[config.mk]
export PLATFORM = sky130hd
export DESIGN_NAME = mm_host_sequencer
export DESIGN_NICKNAME = d
export VERILOG_FILES = /design/src/rtl/mm_pkg.sv /design/src/rtl/mm_host_sequencer.sv
export SDC_FILE = /design/constraint.sdc
export NUM_CORES = 1
export LEC_CHECK = 0
export CELL_PAD_IN_SITES_DETAIL_PLACEMENT = 1
export CELL_PAD_IN_SITES_GLOBAL_PLACEMENT = 1
export CORE_UTILIZATION = 25
export DETAILED_ROUTE_END_ITERATION = 7
export PLACE_DENSITY_LB_ADDON = 0.1
export SYNTH_ARGS = -nofsm -noshare
export SYNTH_HDL_FRONTEND = slang
export SYNTH_SLANG_ARGS = --single-unit
[constraint.sdc]
create_clock -name clk -period 4.92 [get_ports clk]
set_clock_uncertainty 0.15 [all_clocks]
set_input_delay 0.492 -clock clk [delete_from_list [all_inputs] [get_ports clk]]
set_output_delay 0.492 -clock clk [all_outputs]
set_load 0.005 [all_outputs]
[src/rtl/mm_pkg.sv]
// Shared types and encodings for the 2x2 matrix-multiply host sequencer.
package mm_pkg;

  localparam int unsigned N_OPERANDS = 8;
  localparam int unsigned N_RESULTS  = 4;
  localparam int unsigned CNT_W      = $clog2(N_OPERANDS);
  localparam int unsigned IDX_W      = $clog2(N_RESULTS);

  typedef enum logic [2:0] {
    RECV      = 3'd0,
    WAIT_DONE = 3'd1,
    FETCH     = 3'd2,
    HOLD      = 3'd3,
    GAP       = 3'd4
  } seq_state_t;

  // Element index as the controller decodes it (row, column).
  typedef enum logic [IDX_W-1:0] {
    IDX_X00 = 2'd0,
    IDX_X01 = 2'd1,
    IDX_X10 = 2'd2,
    IDX_X11 = 2'd3
  } elem_idx_t;

  // Operand byte n is A[n] for n < 4, B[n-4] otherwise.
  function automatic logic elem_is_b(input logic [CNT_W-1:0] n);
    return n[CNT_W-1];
  endfunction

  function automatic logic [IDX_W-1:0] elem_index(input logic [CNT_W-1:0] n);
    return n[IDX_W-1:0];
  endfunction

endpackage

[src/rtl/mm_host_sequencer.sv]
// Host-side sequencer: streams 8 operand bytes into the matrix controller as
// load strobes, waits for done, then drains 4 result bytes onto a master stream.
module mm_host_sequencer
  import mm_pkg::*;
#(
  parameter int unsigned DATA_W       = 8,
  parameter int unsigned DONE_TIMEOUT = 255
) (
  input  logic              clk,
  input  logic              rst,
  input  logic              s_valid,
  output logic              s_ready,
  input  logic [DATA_W-1:0] s_data,
  output logic              m_valid,
  input  logic              m_ready,
  output logic [DATA_W-1:0] m_data,
  output logic              m_last,
  output logic              load_en,
  output logic              load_sel_ab,
  output logic [1:0]        load_index,
  output logic [DATA_W-1:0] load_data,
  output logic              out_en,
  output logic [1:0]        out_sel,
  input  logic [DATA_W-1:0] out_data,
  input  logic              core_done,
  output logic              busy,
  output logic              timeout_err
);

  localparam int unsigned TMO_W = $clog2(DONE_TIMEOUT + 1);

  seq_state_t        state_q, state_d;
  logic [CNT_W-1:0]  cnt_q, cnt_d;
  logic [IDX_W-1:0]  idx_q, idx_d;
  logic [TMO_W-1:0]  tmo_q, tmo_d, tmo_next;

  logic              s_ready_d, load_en_d, load_sel_ab_d;
  logic [1:0]        load_index_d, out_sel_d;
  logic [DATA_W-1:0] load_data_d, m_data_d;
  logic              m_valid_d, m_last_d, out_en_d, busy_d, timeout_err_d;

  // Next-state and next-output decode; every output is registered below.
  always_comb begin
    state_d       = state_q;
    cnt_d         = cnt_q;
    idx_d         = idx_q;
    tmo_d         = tmo_q;
    tmo_next      = tmo_q + TMO_W'(1);
    s_ready_d     = s_ready;
    load_en_d     = 1'b0;
    load_sel_ab_d = load_sel_ab;
    load_index_d  = load_index;
    load_data_d   = load_data;
    m_valid_d     = m_valid;
    m_last_d      = m_last;
    m_data_d      = m_data;
    out_en_d      = out_en;
    out_sel_d     = out_sel;
    timeout_err_d = timeout_err;

    case (state_q)
      RECV: begin
        s_ready_d = 1'b1;
        if (s_valid && s_ready) begin
          load_en_d     = 1'b1;
          load_sel_ab_d = elem_is_b(cnt_q);
          load_index_d  = elem_index(cnt_q);
          load_data_d   = s_data;
          cnt_d         = cnt_q + CNT_W'(1);
          if (cnt_q == CNT_W'(N_OPERANDS - 1)) begin
            s_ready_d = 1'b0;
            tmo_d     = '0;
            state_d   = WAIT_DONE;
          end
        end
      end
      WAIT_DONE: begin
        tmo_d = tmo_next;
        if (core_done) begin
          out_en_d  = 1'b1;
          out_sel_d = IDX_X00;
          idx_d     = IDX_X00;
          state_d   = FETCH;
        end else if (tmo_next == TMO_W'(DONE_TIMEOUT)) begin
          timeout_err_d = 1'b1;
          state_d       = GAP;
        end
      end
      FETCH: begin
        m_data_d  = out_data;
        m_valid_d = 1'b1;
        m_last_d  = (idx_q == IDX_X11);
        state_d   = HOLD;
      end
      HOLD: begin
        if (m_ready) begin
          m_valid_d = 1'b0;
          if (idx_q == IDX_X11) begin
            m_last_d = 1'b0;
            out_en_d = 1'b0;
            state_d  = GAP;
          end else begin
            idx_d     = idx_q + IDX_W'(1);
            out_sel_d = idx_q + IDX_W'(1);
            state_d   = FETCH;
          end
        end
      end
      GAP: begin
        // One idle cycle with out_en low lets the controller return to idle.
        out_en_d  = 1'b0;
        s_ready_d = 1'b1;
        cnt_d     = '0;
        idx_d     = '0;
        state_d   = RECV;
      end
      default: state_d = RECV;
    endcase

    busy_d = (state_d != RECV);
  end

  // State and output registers with synchronous reset.
  always_ff @(posedge clk) begin
    if (rst) begin
      state_q     <= RECV;
      cnt_q       <= '0;
      idx_q       <= '0;
      tmo_q       <= '0;
      s_ready     <= 1'b1;
      load_en     <= 1'b0;
      load_sel_ab <= 1'b0;
      load_index  <= '0;
      load_data   <= '0;
      m_valid     <= 1'b0;
      m_last      <= 1'b0;
      m_data      <= '0;
      out_en      <= 1'b0;
      out_sel     <= '0;
      busy        <= 1'b0;
      timeout_err <= 1'b0;
    end else begin
      state_q     <= state_d;
      cnt_q       <= cnt_d;
      idx_q       <= idx_d;
      tmo_q       <= tmo_d;
      s_ready     <= s_ready_d;
      load_en     <= load_en_d;
      load_sel_ab <= load_sel_ab_d;
      load_index  <= load_index_d;
      load_data   <= load_data_d;
      m_valid     <= m_valid_d;
      m_last      <= m_last_d;
      m_data      <= m_data_d;
      out_en      <= out_en_d;
      out_sel     <= out_sel_d;
      busy        <= busy_d;
      timeout_err <= timeout_err_d;
    end
  end

endmodule

---- Yosys cells after proc, flatten, opt, wreduce, memory -nomap -nowiden ----
Cells that the tools add are included.
storage, ports and cells
  register bits ........................... 44
  output and inout port bits .............. 28
  input bits .............................. 21
  logic and storage cells ................. 80
operators by class
  multiplexer cells ....................... 28
  bitwise operators ....................... 2
  equal/unequal tests ..................... 13
  add/subtract/negate cells ............... 3
  reductions and logical operators ........ 18
operators with widths
  kind                   count
  $mux W3                7
  $mux W8                2
  $pmux W8 S2            1
  $ne A2 B2 Y1 const B   6
  $pmux W3 S4            1
  $reduce_and A4 Y1      3
  $reduce_and A3 Y1      3
  $add A8 B1 Y8 const B  1
  $eq A8 B8 Y1 const B   1
  $reduce_bool A2 Y1     4
  $mux W1                7
  $eq A3 B2 Y1 const B   2
  $eq A3 B3 Y1 const B   2
  $mux W2                3
  $pmux W1 S2            3
  $pmux W2 S3            1
  $pmux W3 S2            1
  $reduce_and A2 Y1      3
  $reduce_bool A3 Y1     2
  $pmux W2 S2            1
  $add A3 B1 Y3 const B  1
  $eq A3 B1 Y1 const B   1
  $logic_not A3 Y1       1
  $pmux W1 S3            1
  5 further kinds        6

---- Depth between registers and ports, before layout ----
Gate-level depths: netlist of the first run.
  depth after elaboration ................. 6
  mapped depth ............................ 7
  gate-level depth less buffers ........... 6

---- Worst setup path before layout of the first run ----
Ideal clock, no wire load.
  kind .................................... input port to flip-flop
  from .................................... input port s_valid
  to ...................................... register state_q[0]
  data arrival time ....................... 1380 ps
  stages on the path ...................... 5
  path slack .............................. 3299 ps
  path buffers ............................ 1
  cell sequence ........................... nor4b_2 -> and2_1 -> buf_2 -> a211oi_1 -> a311oi_1
between the ends
  word-level cells in the longest chain between the ends .. 3
ends and longest elaborated chain
  what                  line                      text
  start, declared       mm_host_sequencer.sv:11   input logic s_valid,
  $logic_and A1 B1 Y1   mm_host_sequencer.sv:64   if (s_valid && s_ready) begin
  $mux W3               mm_host_sequencer.sv:64
  $pmux W3 S4           mm_host_sequencer.sv:61   case (state_q)
  end signal, assigned  mm_host_sequencer.sv:143  state_q <= state_d;
  end, declared         mm_host_sequencer.sv:32   seq_state_t state_q, state_d;
No other way between the ends.
A chain may end at the register's enable or synchronous reset.

---- Final worst setup path of the first run ----
Ends and elaborated chain as after synthesis.

==> results by group, run 1 <==
Detailed routing
  – Wire per inst: 13.8 um
  – DRC: 0
  – Via Count: 1840
  – Vias per cell: 4.78
  – Antenna Nets Post-Route: 0
  – Final WL: 5310 um
  – 1st-iter DRT viols: 39
  – DR pass1 iterations: 4

Synthesis
  – Synth top area share: 44.7%
  – Syn avg cell area: 8.08 um2
  – Adder-cell share of the synthesized area: 3.17%
  – Synth Register Bits: 44
  – Register area share after synthesis: 44.7%
  – Commonest cells in the netlist: dfxtp_1, nand2_1, a21oi_1
  – Largest cells by area after synthesis: dfxtp_1, a21oi_1, nand2_1, nor2_1, ha_1
  – Asr flop ratio synth: 0%
  – Mux cell area share after synthesis: 0%
  – Most frequent cell after synthesis: dfxtp_1
  – Mapped Area: 0.00197 mm2
  – Syn Nets: 270
  – Unique masters post-synth: 43
  – Post-synth EDFFs: 0
  – Largest area contributor in the netlist: dfxtp_1
  – Combinational family with the most area after synthesis: simple AND/OR/NAND/NOR gates
  – Synth Area in Simple Gates: 24.2%
  – Post-synthesis xor/xnor area fraction: 0%
  – Yosys warning count: 0
  – Synth Instances: 244
  – Primary FF master, synth: dfxtp_1
  – Complex-gate fraction of the synthesized area: 23.0%

Power and ir drop
  – Leakage: 0.900 nW
  – Pwr Density: 272 mW/mm2
  – Maximum vdd drop: 0.106 mV

CTS
  – Gates resized, CTS repair: 0
  – Number of hold buffers added after CTS: 0
  – Postcts setup bufs: 0
  – Clock buffer count from CTS: 5
  – Clk_lat worst skew: 300 ps
  – H-Tree Depth: 2
  – CTS clk-pin slew, worst paths: 90 ps
  – Sink Count: 44
  – CTS tree: built
  – Clk buf depth: 2
  – Clock Tree Root: clkbuf_8

Placement
  – GP Congestion: 0.719
  – HPWL Detailed: 3520 um
  – Setup WS pre-CTS: 2210 ps
  – Dpl cell area: 0.00250 mm2
  – I/O Buffers: 48
  – Inst Count DP: 377

Finish
  – P&R area growth vs syn: 33.3%
  – N_diodes: 0
  – Share of layout cells above drive strength 1: 4.95%
  – Post-Layout Cell Count: 385
  – Nets@finish: 308
  – Final instance area: 0.00263 mm2
  – Fillers: 932

GRT
  – Vias in the first global route: 1749
  – Met1 usage: 17.4%
  – Busiest metal layer after global routing: met2
  – First-pass GRT wire length: 8980 um
  – GRT Resource Usage Total: 13.5%
  – GR Util met3: 3.28%
  – Initial antenna violation count: 0
  – Grt total ovfl: 0
  – Met2 usage: 22.0%
  – Largest net degree at the start of global routing: 43

STA
  – Final WS setup: 2550 ps
  – Slew margin rel.: 54.8%
  – Slew Limit Fails: 0
  – Fin crit period: 2370 ps
  – Unrepaired setup endpoints after global routing: false
  – Max Fclk: 422 MHz
  – # setup viols final: 0
  – Hold slack: 309 ps
  – Fin crit share: 48.2%
  – Setup_tns: 0 ps
  – Final hold violations: 0
  – Worst Tran Pin Value: 660 ps

Critical path
  – Arrival time at the worst endpoint: 2430 ps
  – Worst path cell trace: clkdlybuf4s50_1, nor4b_2, and2_1, a211oi_1, a311oi_1
  – WS Path Type: input pin to flop
  – Crit end category: flop
  – CP Launch Type: input pin
  – Critical path fanouts, max: 18
  – Slowest cell on crit path: and2_1
  – Worst Path Required: 4980 ps
  – CP max stage delay: 620 ps

Floorplanning
  – Core area: 0.00769 mm2
  – Std-Cell Rows: 32
  – Die ar.: 0.00824 mm2
  – Top Ports: 49
  – Initial core utilization: 25.6%
  – Die Y-Extent: 90.8 um
  – Chip Width: 90.8 um

Status
  – Status: complete, no violations

Job
  – Max_cap viols: 0

Hold path
  – Hold Path Class: flop to flop
## worst max-delay path, delay by kind of cell
| kind | cells | cell delay, ps |
|---|---|---|
| AOI/OAI and AO/OA | 2 | 470 |
| buffers and inverters | 1 | 480 |
| and+or+nand+nor | 2 | 980 |
## metrics by stage
stage | power, mW | util (%)
4_1_cts | 0.730 | 34.2
6_report | 0.713 | 34.2
5_1_grt | 0.745 | 34.2
3_5_place_dp | 0.424 | 32.6
2_1_floorplan | 0.392 | -
3_3_place_gp | 0.424 | 32.6
## report_power, final
group / total, mW / switching (mW) / internal, mW
logic: 0.0490 / 0.0213 / 0.0277
registers: 0.365 / 0.00335 / 0.362
clock network: 0.299 / 0.133 / 0.166
## registers in the layout, indices dropped and copies added (netlist names), 2 cells and up
register and cells:
out_sel 2, idx_q 2, load_index 2, load_data 8, tmo_q 8, cnt_q 3, m_data 8, state_q 3
## final timing paths
| path | cells after the start | slack (ps) | endpoint | startpoint |
|---|---|---|---|---|
| max | 5 | 2550 | state_q[0] | s_valid |
| min | 2 | 310 | load_index[1] | load_index[1] |
| max reg2reg | 4 | 2560 | state_q[0] | state_q[0] |
| min reg2reg | 2 | 310 | load_index[1] | load_index[1] |
## layout by cell type (no fill, tap or decap), types with 4 or more instances in the layout
cell type / Yosys / layout
a21oi_1: 38 / 38
a311oi_1: 5 / 5
a31oi_1: 4 / 4
clkbuf_8: 0 / 6
clkdlybuf4s50_1: 0 / 48
dfxtp_1: 44 / 44
ha_1: 5 / 5
inv_1: 4 / 4
nand2_1: 42 / 42
nand3_1: 7 / 7
nand3b_1: 4 / 4
nor2_1: 17 / 17
o21ai_0: 11 / 11
o21ai_1: 4 / 4
## metal layers
metal / wire, um / vias to the layer above
met1: 2610 / 863
met4: 76 / 0
met5: 0 / -
met2: 2410 / 33
li1: - / 938
met3: 205 / 6
## cell type report
type                    instances  area, um2  area share, %
clock inverters                 2       38.8           1.48
multi-input cells             178        993           37.8
repair buffers                 49        488           18.6
clock buffers                   6       82.6           3.14
well taps                     102        128           4.86
inverters                       4       15.0          0.572
flip-flops and latches         44        881           33.5
## logic make-up after synthesis
group / count (synthesis)
DFF: 44
AOI/OAI and AO/OA: 77
buffers and inverters: 22
adders and majority gates: 5
and+or+nand+nor: 96
No activity file was read; power rests on OpenSTA's default activity.
==> inputs of run 2 (changes only) <==
==> constraint.sdc (replaced) <==
create_clock -name clk -period 2.35 [get_ports clk]
set_clock_uncertainty 0.15 [all_clocks]
set_input_delay 0.235 -clock clk [delete_from_list [all_inputs] [get_ports clk]]
set_output_delay 0.235 -clock clk [all_outputs]
set_load 0.005 [all_outputs]
==> results by group, run 2 (synthesis results as in run 1) <==
Job
  – Max_cap viols: 0 (unchanged)

Critical path
  – Arrival time at the worst endpoint: 2010 ps (-420 ps)
  – Worst Path Required: 2430 ps (-2550 ps)
  – Critical path fanouts, max: 9 (-9)
  – Crit end category: flop
  – WS Path Type: flop to flop
  – CP Launch Type: flop

Power and ir drop
  – Pwr Density: 560 mW/mm2 (+110%)
  – Total design power: 1.50 mW (+110%)
  – Leakage: 0.930 nW (+3.4%)
  – Maximum vdd drop: 0.219 mV (+110%)

Finish
  – Commonest non-fill, non-tap cell in the layout: clkdlybuf4s50_1
  – Share of layout cells above drive strength 1: 6.92% (+2.0 points)
  – Final Core Density: 34.7% (+0.59 points)
  – P&R area growth vs syn: 35.6%
  – Post-Layout Cell Count: 391 (+1.6%)
  – Biggest regs: load_data x8, m_data x8, tmo_q x8
  – Most frequent cells in the layout: clkdlybuf4s50_1, dfxtp_1, nand2_1
  – N_diodes: 0 (unchanged)
  – Nets@finish: 314 (+1.9%)

Floorplanning
  – Top Ports: 49 (unchanged)
  – Std-Cell Rows: 32 (unchanged)
  – Die ar.: 0.00824 mm2 (unchanged)
  – Core area: 0.00769 mm2 (unchanged)
  – Chip Width: 90.8 um (unchanged)
  – Die Y-Extent: 90.8 um (unchanged)
  – Initial core utilization: 25.6% (unchanged)

Detailed routing
  – DR pass1 iterations: 4 (unchanged)
  – Via Count: 1855 (+0.82%)
  – Wire per inst: 13.5 um (-2.0%)
  – Antenna Nets Post-Route: 0 (unchanged)
  – 1st-iter DRT viols: 41 (+5.1%)
  – DRC: 0 (unchanged)
  – Final WL: 5280 um (-0.49%)
  – Vias per cell: 4.74 (-0.73%)

GRT
  – Vias in the first global route: 1827 (+4.5%)
  – GRT Resource Usage Total: 13.7% (+0.15 points)
  – Largest net degree at the start of global routing: 42 (-2.3%)
  – Grt total ovfl: 0 (unchanged)
  – Initial antenna violation count: 0 (unchanged)
  – First-pass GRT wire length: 9020 um (+0.39%)

STA
  – # setup viols final: 0 (unchanged)
  – Fin crit period: 1930 ps
  – Slew Limit Fails: 0 (unchanged)
  – Unrepaired setup endpoints after global routing: false
  – Worst Tran Pin Value: 664 ps (+3.86 ps)
  – Slew margin rel.: 54.6% (-0.26 points)
  – Setup_tns: 0 ps (unchanged)
  – Fin crit share: 82.3%
  – Final hold violations: 0 (unchanged)
  – Max Fclk: 517 MHz

CTS
  – CTS clk-pin slew, worst paths: 80 ps (about the same)
  – Postcts setup bufs: 0 (unchanged)
  – Clock Tree Root: clkbuf_8
  – Gates resized, CTS repair: 0 (unchanged)
  – Clock buffer count from CTS: 5 (unchanged)
  – H-Tree Depth: 2 (unchanged)
  – Clk_lat worst skew: 300 ps (about the same)
  – CTS tree: built
  – Number of hold buffers added after CTS: 0 (unchanged)
  – Sink Count: 44 (unchanged)
  – Clk buf depth: 2 (unchanged)

Placement
  – GP Congestion: 0.720 (+0.19%)
  – HPWL Detailed: 3630 um (+3.2%)
  – Inst Count DP: 383 (+1.6%)
  – I/O Buffers: 48 (unchanged)

Hold path
  – Hold Path Class: flop to flop

Status
  – Status: complete, no violations
[run 2: changes by cell type in the layout (fill, tap and decap cells not counted), sizes merged]
cell / previous run / this run
buf: 1 / 7
[run 2: power breakdown]
group	leakage (nW)	total, mW	switching, mW	internal [mW]
clock	0.0614	0.626	0.278	0.348
sequential	0.357	0.766	0.00742	0.758
combinational	0.512	0.103	0.0440	0.0593
total	0.930	1.50	0.330	1.17
[run 2: final cells by class]
type,count,area [um2]
fillers,920,5020
multi-input cells,178,993
flip-flops and latches,44,881
repair buffers,55,533
well taps,102,128
clock buffers,6,82.6
clock inverters,2,38.8
inverters,4,15.0
[run 2: critical path: stages, from the launching register on]
cell       delay [ps]
dfxtp_1           490
a21bo_2           260
a2111oi_0         600
o211ai_1          230
o21ai_1           150
[run 2: through the flow]
stage	hold slack (ps)	area (um2)	setup slack (ps)
finish	306	2670	417
global route	328	2670	239
CTS	310	2670	381
detailed placement	298	2550	317
global placement	297	2550	331
floorplan	221	1970	732
[run 2: final timing paths]
path              startpoint          to  slack [ps]  cells past startpoint
setup / recovery    tmo_q[3]  state_q[2]         420                      4
setup reg to reg    tmo_q[3]  state_q[2]         420                      4
hold / removal    out_sel[1]  out_sel[1]         310                      2
hold reg to reg   out_sel[1]  out_sel[1]         310                      2
[run 2: per-layer routing]
| metal | global-route usage, % | up-vias | wire length (um) |
|---|---|---|---|
| met2 | 22.3 | 30 | 2450 |
| met1 | 17.7 | 874 | 2570 |
| met4 | 4.37 | 0 | 74 |
| met5 | 0 | - | 0 |
| met3 | 3.37 | 5 | 186 |
| li1 | - | 946 | - |
==> inputs of run 3 (changes only) <==
==> constraint.sdc (replaced) <==
create_clock -name clk -period 2 [get_ports clk]
set_clock_uncertainty 0.15 [all_clocks]
set_input_delay 0.2 -clock clk [delete_from_list [all_inputs] [get_ports clk]]
set_output_delay 0.2 -clock clk [all_outputs]
set_load 0.005 [all_outputs]
==> results by group, run 3 (synthesis results as in run 1) <==
Detailed routing
  – Met2 wire len: 2550 um (+4.0%)
  – Final WL: 5400 um (+2.2%)
  – DRC: 0 (unchanged)
  – Via Count: 1850 (-0.27%)
  – DR pass1 iterations: 4 (unchanged)
  – 1st-iter DRT viols: 39 (-4.9%)
  – Metal-1 WL: 2600 um (+1.2%)
  – Top Metal Used: met4
  – Vias per cell: 4.68 (-1.3%)
  – Met3 WL post-DR: 187 um (+0.54%)
  – Wire per inst: 13.7 um (+1.2%)
  – Antenna Nets Post-Route: 0 (unchanged)

GRT
  – GRT Resource Usage Total: 13.6% (-0.11 points)
  – First-pass GRT wire length: 8880 um (-1.5%)
  – Largest net degree at the start of global routing: 42 (unchanged)
  – Vias in the first global route: 1842 (+0.82%)
  – Initial antenna violation count: 0 (unchanged)
  – Grt total ovfl: 0 (unchanged)

CTS
  – Sink Count: 44 (unchanged)
  – CTS tree: built
  – Gates resized, CTS repair: 0 (unchanged)
  – Clk buf depth: 2 (unchanged)
  – H-Tree Depth: 2 (unchanged)
  – Postcts setup bufs: 0 (unchanged)
  – Clock buffer count from CTS: 5 (unchanged)
  – Number of hold buffers added after CTS: 0 (unchanged)
  – Clock Tree Root: clkbuf_8
  – CTS clk-pin slew, worst paths: 90 ps (about the same)
  – Clk_lat worst skew: 300 ps (about the same)

Finish
  – Nets@finish: 319 (+1.6%)
  – Fillers: 926 (+0.65%)
  – Final instance area: 0.00268 mm2 (+0.37%)
  – Biggest regs: load_data x8, m_data x8, tmo_q x8
  – Most frequent cells in the layout: clkdlybuf4s50_1, dfxtp_1, nand2_1
  – P&R area growth vs syn: 36.1%
  – Share of layout cells above drive strength 1: 8.19% (+1.3 points)
  – Commonest non-fill, non-tap cell in the layout: clkdlybuf4s50_1
  – N_diodes: 0 (unchanged)

STA
  – Final hold violations: 0 (unchanged)
  – Unrepaired setup endpoints after global routing: false
  – Setup_tns: 0 ps (unchanged)
  – Hold slack: 292 ps (-14.8 ps)
  – Fin crit share: 90.1% (+7.8 points)
  – Worst Tran Pin Value: 685 ps (+20.9 ps)
  – Max Fclk: 555 MHz (+7.3%)
  – Fin crit period: 1800 ps (-132 ps)
  – Final WS setup: 198 ps (-218 ps)
  – Slew margin rel.: 54.2% (-0.42 points)
  – # setup viols final: 0 (unchanged)
  – Slew Limit Fails: 0 (unchanged)

Placement
  – Dpl cell area: 0.00260 mm2 (+2.0%)
  – HPWL Detailed: 3660 um (+0.89%)
  – Setup WS pre-CTS: 28.1 ps (-289 ps)
  – GP Congestion: 0.709 (-1.6%)
  – I/O Buffers: 48 (unchanged)

Hold path
  – Hold Path Class: input pin to flop

Critical path
  – Worst Path Required: 2060 ps (-370 ps)
  – CP max stage delay: 460 ps (-140 ps)
  – WS Path Type: flop to flop
  – Worst path cell trace: inv_1, ha_1, nand3_1, a2111oi_0, buf_4, or2_2, a311oi_1
  – CP Launch Type: flop
  – Crit end category: flop
  – Slowest cell on crit path: dfxtp_1
  – Critical path fanouts, max: 8 (-1)
  – Arrival time at the worst endpoint: 1870 ps (-140 ps)

Floorplanning
  – Core area: 0.00769 mm2 (unchanged)
  – Top Ports: 49 (unchanged)
  – Chip Width: 90.8 um (unchanged)
  – Std-Cell Rows: 32 (unchanged)
  – Die ar.: 0.00824 mm2 (unchanged)
  – Initial core utilization: 25.6% (unchanged)
  – Die Y-Extent: 90.8 um (unchanged)

Power and ir drop
  – Leakage: 0.939 nW (+0.92%)
  – Maximum vdd drop: 0.283 mV (+29%)
  – Pwr Density: 589 mW/mm2 (+5.3%)

Status
  – Status: complete, no violations

Job
  – Max_cap viols: 0 (unchanged)
run 3: cell count changes in the layout (fill, tap and decap cells not counted), sizes merged:
cell | before | now
bufinv | 1 | 0
clkbuf | 6 | 5
buf | 7 | 12
clkinvlp | 0 | 1
run 3: final cells by class:
cell class                 instances  area (um2)  share of cell area (%)
clock buffer                       5        68.8                    2.57
clock inverter                     2        12.5                   0.467
inverter                           4        15.0                   0.560
multi-input combinational        178         993                    37.1
sequential                        44         881                    32.9
tap                              102         128                    4.76
timing repair buffer              60         583                    21.7
run 3: per-layer routing:
layer | up-vias | global-route usage (%)
li1 | 953 | -
met1 | 861 | 17.2
met2 | 31 | 22.3
met3 | 5 | 3.37
met4 | 0 | 4.76
met5 | - | 0
run 3: path summary, 6_finish.rpt:
path / end / cells past startpoint / slack (ps) / startpoint
setup reg to reg: state_q[0] / 7 / 200 / tmo_q[0]
hold reg to reg: load_index[1] / 2 / 310 / load_index[1]
setup / recovery: state_q[0] / 7 / 200 / tmo_q[0]
hold / removal: load_data[0] / 3 / 290 / s_data[0]
run 3: worst max-delay path, delay by kind of cell, from the launching register on:
family          cells  cell delay [ps]
fa+ha+maj           1              200
flops               1              460
simple gates        2              380
compound gates      2              310
buf+inv             2              220
run 3: stage by stage:
stage / total power [mW] / std cells / util, %
floorplan: 0.964 / 244 / -
global placement: 1.05 / 388 / 33.8
detailed placement: 1.05 / 388 / 33.8
CTS: 1.62 / 395 / 34.9
global route: 1.67 / 395 / 34.9
finish: 1.58 / 395 / 34.9
run 3: where the power goes:
group | switching, mW | internal [mW]
Sequential | 0.00803 | 0.891
Clock | 0.318 | 0.237
Combinational | 0.0528 | 0.0737
